==> src/rtl/proc_pkg.sv <==
// Shared definitions for the instruction sequencer: opcodes, ALU encodings,
// sequencer states and a small opcode-to-ALU mapping helper.
package proc_pkg;

    localparam logic [2:0] OP_ADD = 3'b000;
    localparam logic [2:0] OP_SUB = 3'b001;
    localparam logic [2:0] OP_NAN = 3'b010;
    localparam logic [2:0] OP_OUT = 3'b100;
    localparam logic [2:0] OP_LDI = 3'b101;
    localparam logic [2:0] OP_REP = 3'b111;

    localparam logic [1:0] ALU_ADD  = 2'b00;
    localparam logic [1:0] ALU_SUB  = 2'b01;
    localparam logic [1:0] ALU_NAND = 2'b10;

    typedef enum logic [2:0] {
        IDLE = 3'd0,
        T1   = 3'd1,
        T2   = 3'd2,
        T3   = 3'd3,
        HALT = 3'd4
    } state_t;

    // Maps an arithmetic opcode onto the ALU operation code.
    function automatic logic [1:0] alu_code(input logic [2:0] op);
        logic [1:0] code;
        code = ALU_ADD;
        case (op)
            OP_SUB:  code = ALU_SUB;
            OP_NAN:  code = ALU_NAND;
            default: code = ALU_ADD;
        endcase
        return code;
    endfunction

endpackage

==> src/rtl/onehot_decoder.sv <==
// Binary address to one-hot decoder with enable. Addresses at or beyond N
// decode to all-zero, so non-power-of-two register files stay safe.
module onehot_decoder #(
    parameter int N  = 8,
    parameter int AW = $clog2(N)
) (
    input  logic [AW-1:0] addr,
    input  logic          en,
    output logic [N-1:0]  onehot
);

    // Compare the address against every legal index; no match leaves zero.
    always_comb begin
        onehot = '0;
        for (int i = 0; i < N; i++) begin
            if (en && (addr == AW'(i))) begin
                onehot[i] = 1'b1;
            end
        end
    end

endmodule

==> src/rtl/proc_control_fsm.sv <==
// Self-timed instruction sequencer for the multi-cycle datapath. Latches an
// instruction on run, walks T1..T3 and decodes all datapath controls from the
// state register and the latched instruction only.
// Optional macro CU_ILLEGAL_TRAP_EN: illegal opcodes trap into a HALT state
// (busy held, illegal sticky, no done) that only reset leaves. Without it an
// illegal opcode is a one-step NOP that still retires and is counted.
module proc_control_fsm
    import proc_pkg::*;
#(
    parameter int REG_COUNT = 8,
    parameter int RA_W      = $clog2(REG_COUNT),
    parameter int CNT_W     = 16
) (
    input  logic                  clk,
    input  logic                  resetn,
    input  logic                  run,
    input  logic [3+2*RA_W-1:0]   instr,
    output logic                  busy,
    output logic                  done,
    output logic [REG_COUNT-1:0]  reg_sel,
    output logic                  imm_sel,
    output logic                  g_sel,
    output logic [REG_COUNT-1:0]  reg_en,
    output logic                  a_en,
    output logic                  g_en,
    output logic [1:0]            alu_op,
    output logic                  out_en,
    output logic                  illegal,
    output logic [CNT_W-1:0]      instr_count
);

    localparam int IW = 3 + 2 * RA_W;

    state_t               state;
    state_t               state_next;
    logic [IW-1:0]        ir;
    logic [2:0]           op;
    logic [RA_W-1:0]      rx;
    logic [RA_W-1:0]      ry;
    logic                 dec_en;
    logic [REG_COUNT-1:0] rx_oh;
    logic [REG_COUNT-1:0] ry_oh;

    assign op     = ir[IW-1 -: 3];
    assign rx     = ir[2*RA_W-1 -: RA_W];
    assign ry     = ir[RA_W-1:0];
    assign dec_en = (state == T1) || (state == T2) || (state == T3);

    onehot_decoder #(.N(REG_COUNT), .AW(RA_W)) u_rx_dec (
        .addr   (rx),
        .en     (dec_en),
        .onehot (rx_oh)
    );

    onehot_decoder #(.N(REG_COUNT), .AW(RA_W)) u_ry_dec (
        .addr   (ry),
        .en     (dec_en),
        .onehot (ry_oh)
    );

    // State register plus instruction latch; IR only loads when a run is accepted.
    always_ff @(posedge clk or posedge resetn) begin
        if (resetn) begin
            state <= IDLE;
            ir    <= '0;
        end else begin
            state <= state_next;
            if ((state == IDLE) && run) begin
                ir <= instr;
            end
        end
    end

    // Retired-instruction counter, advances on every done and wraps naturally.
    always_ff @(posedge clk or posedge resetn) begin
        if (resetn) begin
            instr_count <= '0;
        end else if (done) begin
            instr_count <= instr_count + CNT_W'(1);
        end
    end

    // Next-state and datapath control decode from state and IR.
    always_comb begin
        state_next = state;
        busy       = 1'b0;
        done       = 1'b0;
        reg_sel    = '0;
        imm_sel    = 1'b0;
        g_sel      = 1'b0;
        reg_en     = '0;
        a_en       = 1'b0;
        g_en       = 1'b0;
        alu_op     = ALU_ADD;
        out_en     = 1'b0;
        illegal    = 1'b0;
        case (state)
            IDLE: begin
                if (run) begin
                    state_next = T1;
                end
            end
            T1: begin
                busy = 1'b1;
                case (op)
                    OP_ADD, OP_SUB, OP_NAN: begin
                        reg_sel    = rx_oh;
                        a_en       = 1'b1;
                        state_next = T2;
                    end
                    OP_REP: begin
                        reg_sel    = ry_oh;
                        reg_en     = rx_oh;
                        done       = 1'b1;
                        state_next = IDLE;
                    end
                    OP_LDI: begin
                        imm_sel    = 1'b1;
                        reg_en     = rx_oh;
                        done       = 1'b1;
                        state_next = IDLE;
                    end
                    OP_OUT: begin
                        reg_sel    = rx_oh;
                        out_en     = 1'b1;
                        done       = 1'b1;
                        state_next = IDLE;
                    end
                    default: begin
                        illegal = 1'b1;
`ifdef CU_ILLEGAL_TRAP_EN
                        state_next = HALT;
`else
                        done       = 1'b1;
                        state_next = IDLE;
`endif
                    end
                endcase
            end
            T2: begin
                busy       = 1'b1;
                reg_sel    = ry_oh;
                g_en       = 1'b1;
                alu_op     = alu_code(op);
                state_next = T3;
            end
            T3: begin
                busy       = 1'b1;
                g_sel      = 1'b1;
                reg_en     = rx_oh;
                done       = 1'b1;
                state_next = IDLE;
            end
            HALT: begin
`ifdef CU_ILLEGAL_TRAP_EN
                busy       = 1'b1;
                illegal    = 1'b1;
                state_next = HALT;
`else
                state_next = IDLE;
`endif
            end
            default: begin
                state_next = IDLE;
            end
        endcase
    end

endmodule

==> config.mk <==
export PLATFORM = sky130hd
export DESIGN_NAME = proc_control_fsm
export DESIGN_NICKNAME = d
export VERILOG_FILES = /design/src/rtl/proc_pkg.sv /design/src/rtl/onehot_decoder.sv /design/src/rtl/proc_control_fsm.sv
export SDC_FILE = /design/constraint.sdc
export NUM_CORES = 1
export LEC_CHECK = 0
export CORE_ASPECT_RATIO = 1.25
export CORE_MARGIN = 4
export CORE_UTILIZATION = 45
export DETAILED_ROUTE_END_ITERATION = 10
export PLACE_DENSITY = 0.79
export SKIP_LAST_GASP = 1
export SYNTH_ARGS = -nofsm -noshare
export SYNTH_HDL_FRONTEND = slang
export SYNTH_SLANG_ARGS = --single-unit
==> constraint.sdc <==
create_clock -name clk -period 2.2 [get_ports clk]
set_input_delay 0.44 -clock clk [delete_from_list [all_inputs] [get_ports clk]]
set_output_delay 0.44 -clock clk [all_outputs]
set_load 0.02 [all_outputs]
# [Word-level counts from Yosys, hierarchy flattened]
# Index checks and enable logic that the tools add are counted.
# Widths: inputs -> output; s select.
[op_classes] addsub=1 mul=0 div=0 order_cmp=0 eq_ne=23 shifts=0 mux=38 bitwise_logic=0 n_reduce_logical=28
[op_table] op="$pmux 8 s2" count=3
[op_table] op="$eq 3x3->1 const B" count=11
[op_table] op="$mux 1" count=28
[op_table] op="$eq 3x2->1 const B" count=7
[op_table] op="$logic_and 1x1->1" count=17
[op_table] op="$add 16x1->16 const B" count=1
[op_table] op="$eq 3x1->1 const B" count=4
[op_table] op="$logic_not 3->1" count=4
[op_table] op="$pmux 3 s3" count=1
[op_table] op="$mux 8" count=1
[op_table] op="$reduce_or 3->1" count=2
[op_table] op="$reduce_or 6->1" count=1
[op_table] op="$mux 2" count=2
[op_table] op="$pmux 2 s2" count=1
[op_table] op="$reduce_or 4->1" count=1
[op_table] op="$mux 3" count=1
[op_table] op="$logic_or 1x1->1" count=2
[op_table] op="$ne 2x2->1 const B" count=1
[op_table] op="$pmux 1 s2" count=1
[op_table] op="$reduce_or 2->1" count=1
[totals] reg_bits=28 latch_bits=0 mem_bits_rw=0 rom_bits=0 out_inout_bits=42 elab_cells=93 mem_count=0

# [Depth between registers and ports, before layout]
[logic_depth] word_depth=7 mapped_depth=6 depth_no_buf=6

# [Cells and area by module]
# From an unflattened synthesis, not the netlist that was laid out.
[hier_totals] hier_cells=156 hier_area_um2=1704.1
[modules_own_cells] module="proc_control_fsm" n_inst=1 cells_each=140 area_each_um2=1511.4
[modules_own_cells] module="onehot_decoder" n_inst=2 cells_each=8 area_each_um2=96.3

# [Worst setup path before layout]
# OpenSTA, ideal clock, no wires.
[synth_path] path_type="reg2out" start="register state[1]" end="output port reg_en[0]" t_arrival_ns=1.741 t_required_ns=1.760 path_slack_ns=0.019 path_stages_with_launch=6 path_buffers=0 cell_sequence="dfrtp_1 > inv_1 > ha_1 > a31oi_1 > or3_1 > nor3_1"
[synth_between] elab_chain_cells=7
[synth_lines] element="start: declaration" line="proc_control_fsm.sv:34" source="state_t state;"
[synth_lines] element="start signal: assignment" line="proc_control_fsm.sv:67" source="state <= state_next;"
[synth_lines] element="$eq 3x1->1 / $eq 3x2->1 (equally long branches)" line="proc_control_fsm.sv:47, proc_control_fsm.sv:97"
[synth_lines] element="$logic_or 1x1->1 (2 in a row)" line="proc_control_fsm.sv:47" source="assign dec_en = (state == T1) || (state == T2) || (state == T3);"
[synth_lines] element="$logic_and 1x1->1" line="onehot_decoder.sv:16" source="if (en && (addr == AW'(i))) begin"
[synth_lines] element="$mux 1" line="onehot_decoder.sv:16"
[synth_lines] element="$mux 8" line="proc_control_fsm.sv:105" source="case (op)"
[synth_lines] element="$pmux 8 s2 (*)" line="proc_control_fsm.sv:97" source="case (state)"
[synth_lines] element="end: declaration" line="proc_control_fsm.sv:23" source="output logic [REG_COUNT-1:0] reg_en,"
# Mark *: on every way between the ends. The rest lies on a longest branch, timed or not.

# [Worst setup path in the final report]
[layout_path] start="register state[0]" end="output port reg_sel[4]"
[layout_between] elab_chain_cells=7
[layout_lines] element="$eq 3x1->1 / $eq 3x2->1 (equally long branches)" line="proc_control_fsm.sv:47, proc_control_fsm.sv:97"
[layout_lines] element="$logic_or 1x1->1 (2 in a row)" line="proc_control_fsm.sv:47"
[layout_lines] element="$logic_and 1x1->1" line="onehot_decoder.sv:16"
[layout_lines] element="$mux 1" line="onehot_decoder.sv:16"
[layout_lines] element="$pmux 8 s2" line="proc_control_fsm.sv:105"
[layout_lines] element="$pmux 8 s2 (*)" line="proc_control_fsm.sv:97"
[layout_lines] element="end: declaration" line="proc_control_fsm.sv:20" source="output logic [REG_COUNT-1:0] reg_sel,"
# Marked as above.

==> results.yml <==
grt:
  use_met1: 0.245
  grt_util_met3: 0.0208
  overflow: 0
  grt_pass1_vias: 1557
  antenna_found_initial: 0
  grt_max_degree: 28
  grt_pass1_wl_um: 7340
  track_usage: 0.209
  busiest_layer: "met2"
  use_met2: 0.393
sta:
  relSlewSlack: 0.724
  setup_ws_ns: -0.123
  worst_slew_pin_slew_ns: 0.412
  fmax_mhz: 431
  timing.final.crit_share: 1.06
  grt_setup_unrepaired: "true"
  holdWs_ns: 0.471
  clock_skew_ns: 0.00301
  hold_viol_final: 0
  setup_viol: 13
  final.min_clock_period_ns: 2.32
  drv_slew: 0
worst_setup_path:
  cp-startpoint: "state[0]"
  cp_max_fo: 4
  ff2ff_setup_slack_ns: 0.40
  reg2reg_depth: 7
  cp-start-kind: "register"
  crit_required_ns: 1.76
  crit_type: "reg -> out"
  r2r_start: "state[0]"
  crit_path_end_kind: "primary output"
  crit_arrival_ns: 1.88
  r2r-end: "instr_count[5]"
  endpoint: "reg_sel[4]"
finish:
  syn_to_final_growth_pct: 53.8
  nets: 246
  final_common_cell: "clkdlybuf4s50_1"
  drive_above_1_share: 0.370
  num_antenna_cells: 0
  finish.utilization: 0.738
  layout_common_cells: "clkdlybuf4s50_1, dfrtp_1, buf_4"
route:
  via_per_inst: 5.71
  drtAntennaViolNets: 0
  vias: 1508
  dr.pass1.iters: 4
  wl_per_cell_um: 18.3
  drc_errors: 0
  routed_wl_um: 4830
  dr.first_iter.drc_count: 136
place:
  place_congestion: 0.952
  place.port_buffers: 53
  dp_hpwl_um: 3330
synthesis:
  synth_area_leader_cell: "dfrtp_1"
  netlist_area_um2: 1590
  synthDistinctLibCells: 42
  yosys-top-cells-area: "dfrtp_1, xnor2_1, mux2_2"
  ys.flop_type: "dfrtp_1"
  syn-num-nets: 170
  synth_seq_cells: 27
  synth_edf_count: 0
  postSynthAreaPerCell_um2: 10.4
  yosysTopAreaCellShare: 0.426
  synthArstFlopShare: 1.00
  yosysSeqAreaShare: 0.426
  yosysWarnings: 0
  synthCells: 152
floorplanning:
  die_w_um: 61.1
  core_um2: 3310
  num_rows: 23
  dieArea_um2: 4550
  die_y_um: 74.4
  start_util: 0.480
  io_pins: 54
clock_network:
  cts.sinks: 27
  clk_pin_slew_ns: 0.09
  numCtsBuffers: 3
  clock_latency_ns: 0.26
  cts_buffer_depth: 2
  ctsHoldBuffers: 0
  ctsHtreeMaxLevel: 1
  cts_root_buf: "clkbuf_8"
  tritoncts: "yes"
hold_path:
  hp-class: "reg -> reg"
pwr:
  vdd_drop_max_mv: 0.866
  power_w: 0.00303
  p_leak_nw: 1.07
  power_density_nw_per_um2: 1240
status:
  status: "complete, but fails checks"
  violations: "negative setup slack"
flow_run:
  max-cap-violations: 0
where the power goes:
group,switching [W],total [W],internal (W)
clock network,0.000141,0.000270,0.000129
logic,0.00102,0.00191,0.000889
registers,0.000205,0.000852,0.000646
worst min-delay path by stage:
stage	from	end	slack [ns]	cells after the start
after floorplan	resetn	instr_count[0]	0.49	1
after global placement	instr_count[15]	instr_count[15]	0.46	1
after detailed placement	instr_count[15]	instr_count[15]	0.46	1
after CTS	instr_count[15]	instr_count[15]	0.48	1
after global routing	instr_count[15]	instr_count[15]	0.49	1
final	instr_count[15]	instr_count[15]	0.47	1
final cells by class:
| cell class | count | area, um2 |
|---|---|---|
| multi-input cells | 115 | 992 |
| fillers | 230 | 867 |
| well taps | 37 | 46.3 |
| clock buffers | 4 | 45.0 |
| flip-flops and latches | 27 | 677 |
| repair buffers | 75 | 657 |
| inverters | 6 | 25.0 |
metrics by stage:
step,instance area [um2],cells,setup slack (ns),setup TNS (ns)
global placement,2260,255,-0.211,-1.72
global route,2440,264,-0.191,-1.73
floorplan,1590,152,0.0188,0
detailed placement,2260,255,-0.322,-2.94
finish,2440,264,-0.123,-0.937
CTS,2290,260,-0.128,-0.612
kinds of logic (layout without fill, tap and decap cells):
group	Yosys count	count (layout)	share of synthesized area
multiplexers	9	9	0.0638
buffers and inverters	10	85	0.0339
flip-flops	27	27	0.426
XOR/XNOR	16	16	0.0883
adder cells (fa/ha/maj)	7	7	0.0544
AND/OR/NAND/NOR	65	65	0.242
AO/OA/AOI/OAI	18	18	0.0922
cells in the mapped netlist (all sizes together), types with 3 or more instances:
cell    number
nand3        5
ha           6
or3          3
buf          4
mux2         9
nand4        6
and3         3
xor2         3
nor2        10
xnor2       13
nand2b       6
nor3         4
inv          6
o22ai        5
dfrtp       27
nand2       16
worst max-delay path, stage by stage (launching register included):
cell	delay, ns
dfrtp_2	0.43
buf_6	0.12
ha_4	0.15
a41o_1	0.21
nand3b_1	0.11
or3_1	0.34
o31ai_2	0.08
buf_4	0.18
per-layer routing:
| layer | vias to the layer above | share of wire |
|---|---|---|
| li1 | 687 | - |
| met1 | 734 | 0.39 |
| met2 | 74 | 0.53 |
| met3 | 13 | 0.062 |
| met4 | 0 | 0.018 |
| met5 | - | 0 |
flip-flops by register name, indices dropped and copies added (netlist names):
name	flops
state	2
instr_count	16
ir	9
timing repair:
action / 4_1_cts / 5_1_grt
gates resized for setup: 74 / 56
setup endpoints to repair: 24 / 23
buffers inserted: 1 / 4
pin swaps: 1 / 6
endpoints found under the hold margin: 0 / 0
No activity file was read; power rests on OpenSTA's default activity.
